**src/rtl/display_regs_if.sv**
```systemverilog
// Picoblaze I/O port bus: address, output strobe/data and registered readback data.
interface display_regs_if;
  logic [7:0] port_id;
  logic       write_strobe;
  logic [7:0] out_port;
  logic [7:0] in_port;

  modport master (output port_id, write_strobe, out_port, input  in_port);
  modport slave  (input  port_id, write_strobe, out_port, output in_port);
endinterface

```
**src/rtl/display_regs.sv**
```systemverilog
// Picoblaze register bank driving a 4-digit seven-segment display (active-low segments).
// Optional digit blinking is built only when DISPLAY_BLINK_EN is defined.

module display_regs_digit (
  input  logic       clk,
  input  logic       reset,
  input  logic [3:0] nib,
  input  logic       en,
  input  logic       rawm,
  input  logic       dp,
  input  logic       blank,
  input  logic [7:0] raw,
  output logic [7:0] seg
);
  logic [7:0] hex;

  always_comb begin
    hex = 8'hFF;
    case (nib)
      4'h0: hex = 8'hC0;  4'h1: hex = 8'hF9;  4'h2: hex = 8'hA4;  4'h3: hex = 8'hB0;
      4'h4: hex = 8'h99;  4'h5: hex = 8'h92;  4'h6: hex = 8'h82;  4'h7: hex = 8'hF8;
      4'h8: hex = 8'h80;  4'h9: hex = 8'h90;  4'hA: hex = 8'h88;  4'hB: hex = 8'h83;
      4'hC: hex = 8'hC6;  4'hD: hex = 8'hA1;  4'hE: hex = 8'h86;  4'hF: hex = 8'h8E;
      default: hex = 8'hFF;
    endcase
  end

  // Disable beats blink, blink beats raw, raw ignores the decimal point.
  always_ff @(posedge clk) begin
    if (reset)              seg <= 8'hFF;
    else if (!en || blank)  seg <= 8'hFF;
    else if (rawm)          seg <= raw;
    else                    seg <= {hex[7] & ~dp, hex[6:0]};
  end
endmodule

module display_regs #(
  parameter logic [7:0]  BASE_ADDR = 8'h10,
  parameter logic [23:0] BLINK_DIV = 24'd12_500_000
) (
  input  logic                clk,
  input  logic                reset,
  display_regs_if.slave       bus,
  output logic [7:0]          segment0,
  output logic [7:0]          segment1,
  output logic [7:0]          segment2,
  output logic [7:0]          segment3
);
  localparam int NUM_DIG = 4;

`ifdef DISPLAY_BLINK_EN
  localparam logic [7:0] DP_MASK = 8'hFF;
`else
  localparam logic [7:0] DP_MASK = 8'h0F;
`endif

  // rf[0]=DIGIT_LO rf[1]=DIGIT_HI rf[2]=DP rf[3]=CTRL rf[4..7]=RAW0..3
  logic [7:0][7:0]         rf;
  logic [NUM_DIG-1:0][7:0] seg;
  logic [15:0]             digits;
  logic                    hit;
  logic [2:0]              sel;
  logic [7:0]              wmask;
  logic                    blank_ph;

  assign hit    = (bus.port_id[7:3] == BASE_ADDR[7:3]);
  assign sel    = bus.port_id[2:0];
  assign wmask  = (sel == 3'd2) ? DP_MASK : 8'hFF;
  assign digits = {rf[1], rf[0]};

  always_ff @(posedge clk) begin
    if (reset) begin
      rf <= {8'hFF, 8'hFF, 8'hFF, 8'hFF, 8'h0F, 8'h00, 8'h00, 8'h00};
    end else if (bus.write_strobe && hit) begin
      rf[sel] <= bus.out_port & wmask;
    end
  end

  // Readback samples the pre-write register value, so a same-cycle write reads old data.
  always_ff @(posedge clk) begin
    if (reset)    bus.in_port <= 8'h00;
    else if (hit) bus.in_port <= rf[sel];
    else          bus.in_port <= 8'h00;
  end

`ifdef DISPLAY_BLINK_EN
  logic [23:0] bcnt;

  always_ff @(posedge clk) begin
    if (reset) begin
      bcnt     <= '0;
      blank_ph <= 1'b0;
    end else if (bcnt == BLINK_DIV - 24'd1) begin
      bcnt     <= '0;
      blank_ph <= ~blank_ph;
    end else begin
      bcnt     <= bcnt + 24'd1;
    end
  end
`else
  logic unused_blink_div;
  assign unused_blink_div = ^BLINK_DIV;
  assign blank_ph = 1'b0;
`endif

  for (genvar g = 0; g < NUM_DIG; g++) begin : g_dig
    display_regs_digit u_dig (
      .clk   (clk),
      .reset (reset),
      .nib   (digits[4*g +: 4]),
      .en    (rf[3][g]),
      .rawm  (rf[3][4+g]),
      .dp    (rf[2][g]),
      .blank (blank_ph & rf[2][4+g]),
      .raw   (rf[4+g]),
      .seg   (seg[g])
    );
  end

  assign segment0 = seg[0];
  assign segment1 = seg[1];
  assign segment2 = seg[2];
  assign segment3 = seg[3];
endmodule

```
**src/flat_wrapper.sv**
```systemverilog
// flat-port wrapper written by rule: the top's interface ports become plain ports
module display_regs_flat 
#(
  parameter logic [7:0]  BASE_ADDR = 8'h10,
  parameter logic [23:0] BLINK_DIV = 24'd12_500_000
)
  (clk, reset, segment0, segment1, segment2, segment3, bus_port_id, bus_write_strobe, bus_out_port, bus_in_port);
  display_regs_if bus_i ();
  input  logic clk;
  input  logic reset;
  output logic [7:0] segment0;
  output logic [7:0] segment1;
  output logic [7:0] segment2;
  output logic [7:0] segment3;
  input wire logic [$bits(bus_i.port_id)-1:0] bus_port_id;
  input wire logic [$bits(bus_i.write_strobe)-1:0] bus_write_strobe;
  input wire logic [$bits(bus_i.out_port)-1:0] bus_out_port;
  output wire logic [$bits(bus_i.in_port)-1:0] bus_in_port;
  assign bus_i.port_id = bus_port_id;
  assign bus_i.write_strobe = bus_write_strobe;
  assign bus_i.out_port = bus_out_port;
  assign bus_in_port = bus_i.in_port;
  display_regs #(.BASE_ADDR(BASE_ADDR), .BLINK_DIV(BLINK_DIV)) u_core (.clk(clk), .reset(reset), .bus(bus_i), .segment0(segment0), .segment1(segment1), .segment2(segment2), .segment3(segment3));
endmodule
```
**config.mk**
```make
export PLATFORM = sky130hd
export DESIGN_NAME = display_regs_flat
export DESIGN_NICKNAME = d
export VERILOG_FILES = /design/src/rtl/display_regs_if.sv /design/src/rtl/display_regs.sv /design/src/flat_wrapper.sv
export SDC_FILE = /design/constraint.sdc
export NUM_CORES = 1
export LEC_CHECK = 0
export BUFFER_PORTS_ARGS = -buffer_cell sky130_fd_sc_hd__buf_2
export CORE_MARGIN = 2
export CORE_UTILIZATION = 30
export DETAILED_ROUTE_END_ITERATION = 8
export SYNTH_ARGS = -nofsm -noshare
export SYNTH_HDL_FRONTEND = slang
export SYNTH_SLANG_ARGS = --single-unit
```
**constraint.sdc**
```tcl
create_clock -name clk -period 3.2 [get_ports clk]
set_clock_uncertainty 0.2 [all_clocks]
set_input_delay 0.64 -clock clk [delete_from_list [all_inputs] [get_ports clk]]
set_output_delay 0.64 -clock clk [all_outputs]
set_load 0.01 [all_outputs]
```
[Word-level counts from Yosys, hierarchy flattened]
Memory sizes are Yosys's and may differ from the RTL's. A register that Yosys moved wholly into a read port is not among the register bits.
Cells that the tools add are included.
W data, S select, Z words.
Word-level totals
  register bits after elaboration: 104
  ROM bits: 448
  input port bits: 19
  output and inout bits: 40
  word-level logic and storage cells: 60
  memories: 4
Operators by class
  $lt $le $gt $ge: 2
  eq/ne operators: 2
  mux-type cells: 18
  bitwise gates (word level): 14
  reduce and logical (&&, ||, !) cells: 7
Memory list
  (name not given): depth 16, bits a word 7, rd ports 1, clocked after memory_dff 1, wr ports 0, RTL line display_regs.sv:19  | case (nib)
  (name not given): depth 16, bits a word 7, rd ports 1, clocked after memory_dff 1, wr ports 0, RTL line display_regs.sv:19
  (name not given): depth 16, bits a word 7, rd ports 1, clocked after memory_dff 1, wr ports 0, RTL line display_regs.sv:19
  (name not given): depth 16, bits a word 7, rd ports 1, clocked after memory_dff 1, wr ports 0, RTL line display_regs.sv:19
Operators by type and width (count)
  $bwmux W64: 1
  $mux W8: 7
  $mux W4: 8
  $bmux W8 S3: 1
  $demux W8 S3: 1
  $reduce_or A2 Y1: 5
  $not A1 Y1: 9
  $and A8 B8 Y8: 1
  $eq A5 B2 Y1 const B: 1
  $and A1 B1 Y1 const A: 4
  $lt A3 B4 Y1 const B: 1
  $eq A3 B2 Y1 const B: 1
  $ge A3 B1 Y1 const B: 1
  $logic_and A1 B1 Y1: 2

[Longest topological paths before layout]
  depth in word-level cells: 7
  mapped depth: 12
  mapped depth without buffers: 10

[Modules after synthesis]
From an unflattened synthesis, not the netlist that was laid out.
Second synthesis, totals
  cells, all modules: 581
  area, all modules: 5415.2 µm²
Modules (own cells, without submodules)
  display_regs: times used 1, cells each 326, area an instance 3078.0 µm², sequential area each 1441.4 µm²
  display_regs_digit at u_core.g_dig[1].u_dig ...: times used 3, cells each 64, area an instance 586.8 µm², sequential area each 160.2 µm²
  display_regs_digit at u_core.g_dig[0].u_dig: times used 1, cells each 63, area an instance 576.8 µm², sequential area each 160.2 µm²

[Worst setup path before layout]
OpenSTA, ideal clock, no wires.
  path type: input to register
  start: input port bus_port_id[1]
  end: register u_core.g_dig[1].u_dig.hex[1] (netlist name)
  library setup time: 0.117 ns
  arrival time: 2.640 ns
  data required time: 2.883 ns
  path slack: 0.242 ns
  cell stages on the path: 10
  path buffers: 1
  cells stage by stage: buf_2 nor2_1 nand3_2 o21ai_0 inv_1 ha_1 nor2_1 mux2i_1 o311ai_0 a32o_1
Between the ends
  word-level cells in the longest chain between the ends: 7
  elaborated cells on any way between the ends: 11
  those cells by class: order compare: 2; eq/ne: 1; mux: 6; bitwise: 1; reduce/logical: 1
RTL lines
  start, declared: RTL line flat_wrapper.sv:15  | input wire logic [$bits(bus_i.port_id)-1:0] bus_port_id;
  $lt A3 B4 Y1 (not written as such) or $ge A3 B1 Y1 (tied branches): RTL line display_regs.sv:75  | rf[sel] <= bus.out_port & wmask;
  $logic_and A1 B1 Y1 (not written as such): RTL line display_regs.sv:75
  $mux W8 (not written as such): RTL line display_regs.sv:75
  $demux W8 S3
  $bwmux W64 *: RTL line display_regs.sv:75
  $mux W4 (no line) * (2 in series)
Mark *: on every way between the ends. The rest lies on a longest branch, timed or not.
A chain may end at the register's enable or synchronous reset.

[Worst setup path in the final report]
  start: input port bus_port_id[2]
  end: register u_core.g_dig[1].u_dig.hex[1] (netlist name)
Between the ends
  word-level cells in the longest chain between the ends: 7
  elaborated cells on any way between the ends: 11
  those cells by class: order compare: 2; eq/ne: 1; mux: 6; bitwise: 1; reduce/logical: 1
RTL lines (RTL line)
  $lt A3 B4 Y1 (not written as such) or $ge A3 B1 Y1 (tied branches): display_regs.sv:75
  $logic_and A1 B1 Y1 (not written as such): display_regs.sv:75
  $mux W8 (not written as such): display_regs.sv:75
  $demux W8 S3
  $bwmux W64 *: display_regs.sv:75
  $mux W4 (no line) * (2 in series)
Marks and branches as above.

==> metrics.txt <==
grt ovf 0; Top FF cell, synth dfxtp_1; Slew Limit Headroom 57.1%; layout cell share with drive strength beyond 1 20.1%; Net Sw Frac 23.3%; maxcap violations 0; first-pass GRT wire length 27100 µm; # diodes 0; clk_lat worst skew 430 ps; Vias 5052; number of distinct library cells after synthesis 58; placement-stage cell area 0.00687 mm²; max-slew violations 0; syn_area_per_cell 9.35 µm²; final hold violation count 0; crit path from bus_port_id[2]; Leak 0.00326 µW; drt wl/cell 17.2 µm; hold_sp u_core.g_dig[3].u_dig.hex[5]; critical path type input pin to flop; Comb power frac 5.5%; H-tree Lvls 4; Design Area, Final 0.00742 mm²; largest family of logic cells by synthesized area simple AND/OR/NAND/NOR gates; largest net degree at the start of global routing 60; simple-gate share of the synthesized area 17.5%; Flop pwr share 45.1%; Synth Instances 658; detailed placement HPWL 12800 µm; Final Net Count 771; post-synthesis sequential area ratio 42.9%; DRT iter0 DRCs 422; clock tree buffer depth 2; total die area 0.0217 mm²; Tmin final 2760 ps; Achievable Freq 362 MHz; critical path's largest stage delay 400 ps; cell area after synthesis 0.00615 mm²; Row Count 52; Worst Path Required 3320 ps; routability cong. 0.887; Critical-path top delay cell nor4b_4; root buffer cell clkbuf_16; CTS tree done; startpoint types input pin; cts hold-fix bufs 0; FFs w/ async S/R, synth 0%; Layout area overhead 20.6%; Int Pwr 2840 µW; initial antenna violation count 0; DRT Wirelength 17400 µm; CP Max Fanout 9; Reg clk slew, reported paths 60 ps; CTS Buf Count 17; arrival time at the worst endpoint 2880 ps; Yosys warnings 0; CP Capture Type flop; RSZ-0062 raised after global routing no; initial core utilization 30.5%; Synth Area in Compound Gates 13.6%; synthesized-area fraction occupied by xor and xnor cells 0%; Antenna Nets Post-Route 0; most frequent cells in the layout dfxtp_1, nand2_1, mux2i_1; most common cell after layout, fill and taps aside dfxtp_1; Worst VDD drop 324 µV; EDFF count, synth 0; path depth of the worst reg2reg path 8; post_cts resized 0; drt pass-1 iters 5; number of I/O pins 59; clock share of power 49.4%; # port buffers 58; Die Span Y 147 µm; mux cell area share after synthesis 16.7%; WHS Path Cells 2; total core area 0.0202 mm²; Cell Pwr Density 499 mW/mm²; vias in the first global route 4796; gr usage total 16.4%; reg-to-reg startpoint u_core.digits[4]; Worst Hold Class flop to flop; clk sink count 132; Post-Synth Adder-Cell Area 4.88%; setup violators final 0; Synth Net Count 701; Die Span X 147 µm; # Post-CTS Setup Buffers 0; worst-margin pin slew 642 ps; Final period util 86.3%; Vias/cell 5.00; ordered list of cells on the worst path buf_2 -> nor4b_4 -> nand3_2 -> o21ai_0 -> inv_1 -> ha_1 -> nor2_1 -> mux2i_1 -> o311ai_0 -> a32o_1; P_sw 863 µW; drc violations 0; setup TNS 0 ps; status finished, final reports clean; synthesized flop and latch total 132
## final cells by class
class / count / area (µm²)
Sequential cell: 132 / 2640
Multi-Input combinational cell: 458 / 3240
Clock buffer: 23 / 468
Timing Repair Buffer: 91 / 551
Tap cell: 270 / 338
Inverter: 28 / 105
Fill cell: 2063 / 12700
Clock inverter: 9 / 80.1
## metal layers
layer  global-route usage, %  vias up  share of wire (%)
met5                       0        -                  0
met4                    6.59        0                2.2
met3                    3.66       26                4.9
met2                    26.4      136                 47
met1                    21.3     2422                 46
li1                        -     2468                  -
## worst max-delay path, delay by kind of cell
family	cells	cell delay (ps)
fa+ha+maj	1	320
simple gates	3	710
mux	1	200
compound gates	3	730
buf+inv	2	260
## synth_stat cells (all sizes together) (2+ instances only)
library cell	number	area share [%]
a21oi	21	1.7
buf	16	1.3
inv	28	1.7
o31ai	2	0.24
a21o	2	0.24
mux2i	73	12
nor3b	4	0.57
o311ai	3	0.43
nand2	96	5.9
o211ai	28	3.4
clkbuf	24	1.5
nor2b	18	1.8
o22ai	7	0.71
ha	24	4.9
or3b	2	0.28
nand2b	8	0.81
or2	2	0.20
mux2	11	2.0
nand3	20	1.8
nor2	52	3.2
nor4	3	0.41
and3	3	0.31
dfxtp	132	43
a211o	15	2.1
nor3	3	0.24
a221oi	5	0.71
nor4b	4	0.81
and2	5	0.51
a211oi	4	0.49
a22o	2	0.28
o21ai	14	1.1
or3	2	0.20
a22oi	4	0.49
mux4	6	2.2
## power groups by stage
stage / registers, µW / logic, µW / clock network (µW)
5_1_grt: 1670 / 219 / 1940
3_3_place_gp: 1710 / 203 / 0
6_report: 1670 / 203 / 1830
4_1_cts: 1670 / 202 / 1860
3_5_place_dp: 1710 / 201 / 0
2_1_floorplan: 1710 / 105 / 0
## flip-flops by register name, indices dropped and copies added (netlist names)
register,count
u_core.digits,16
u_core.bus.in_port,8
u_core.rf,48
u_core.g_dig.u_dig.seg,32
u_core.g_dig.u_dig.hex,28
## worst paths after layout
check,to,slack (ps)
max reg2reg,u_core.g_dig[1].u_dig.hex[1],1110
max,u_core.g_dig[1].u_dig.hex[1],440
min,u_core.g_dig[3].u_dig.seg[5],240
min reg2reg,u_core.g_dig[3].u_dig.seg[5],240
## kinds of logic (layout without fill, tap and decap cells)
| group | after synthesis | count (layout) |
|---|---|---|
| buffers and inverters | 68 | 151 |
| AO/OA/AOI/OAI | 118 | 118 |
| AND/OR/NAND/NOR | 226 | 226 |
| flip-flops | 132 | 132 |
| adder cells (fa/ha/maj) | 24 | 24 |
| multiplexers | 90 | 90 |
## through the flow
stage	util (%)	total power, µW	hold WS [ps]	cells	setup slack, ps
2_1_floorplan	-	1820	218	658	242
3_3_place_gp	34.1	1910	229	979	130
3_5_place_dp	34.1	1910	231	979	26.7
4_1_cts	36.8	3730	244	1011	468
5_1_grt	36.8	3830	257	1011	301
6_report	36.8	3700	240	1011	439
No activity file was read; power rests on OpenSTA's default activity.
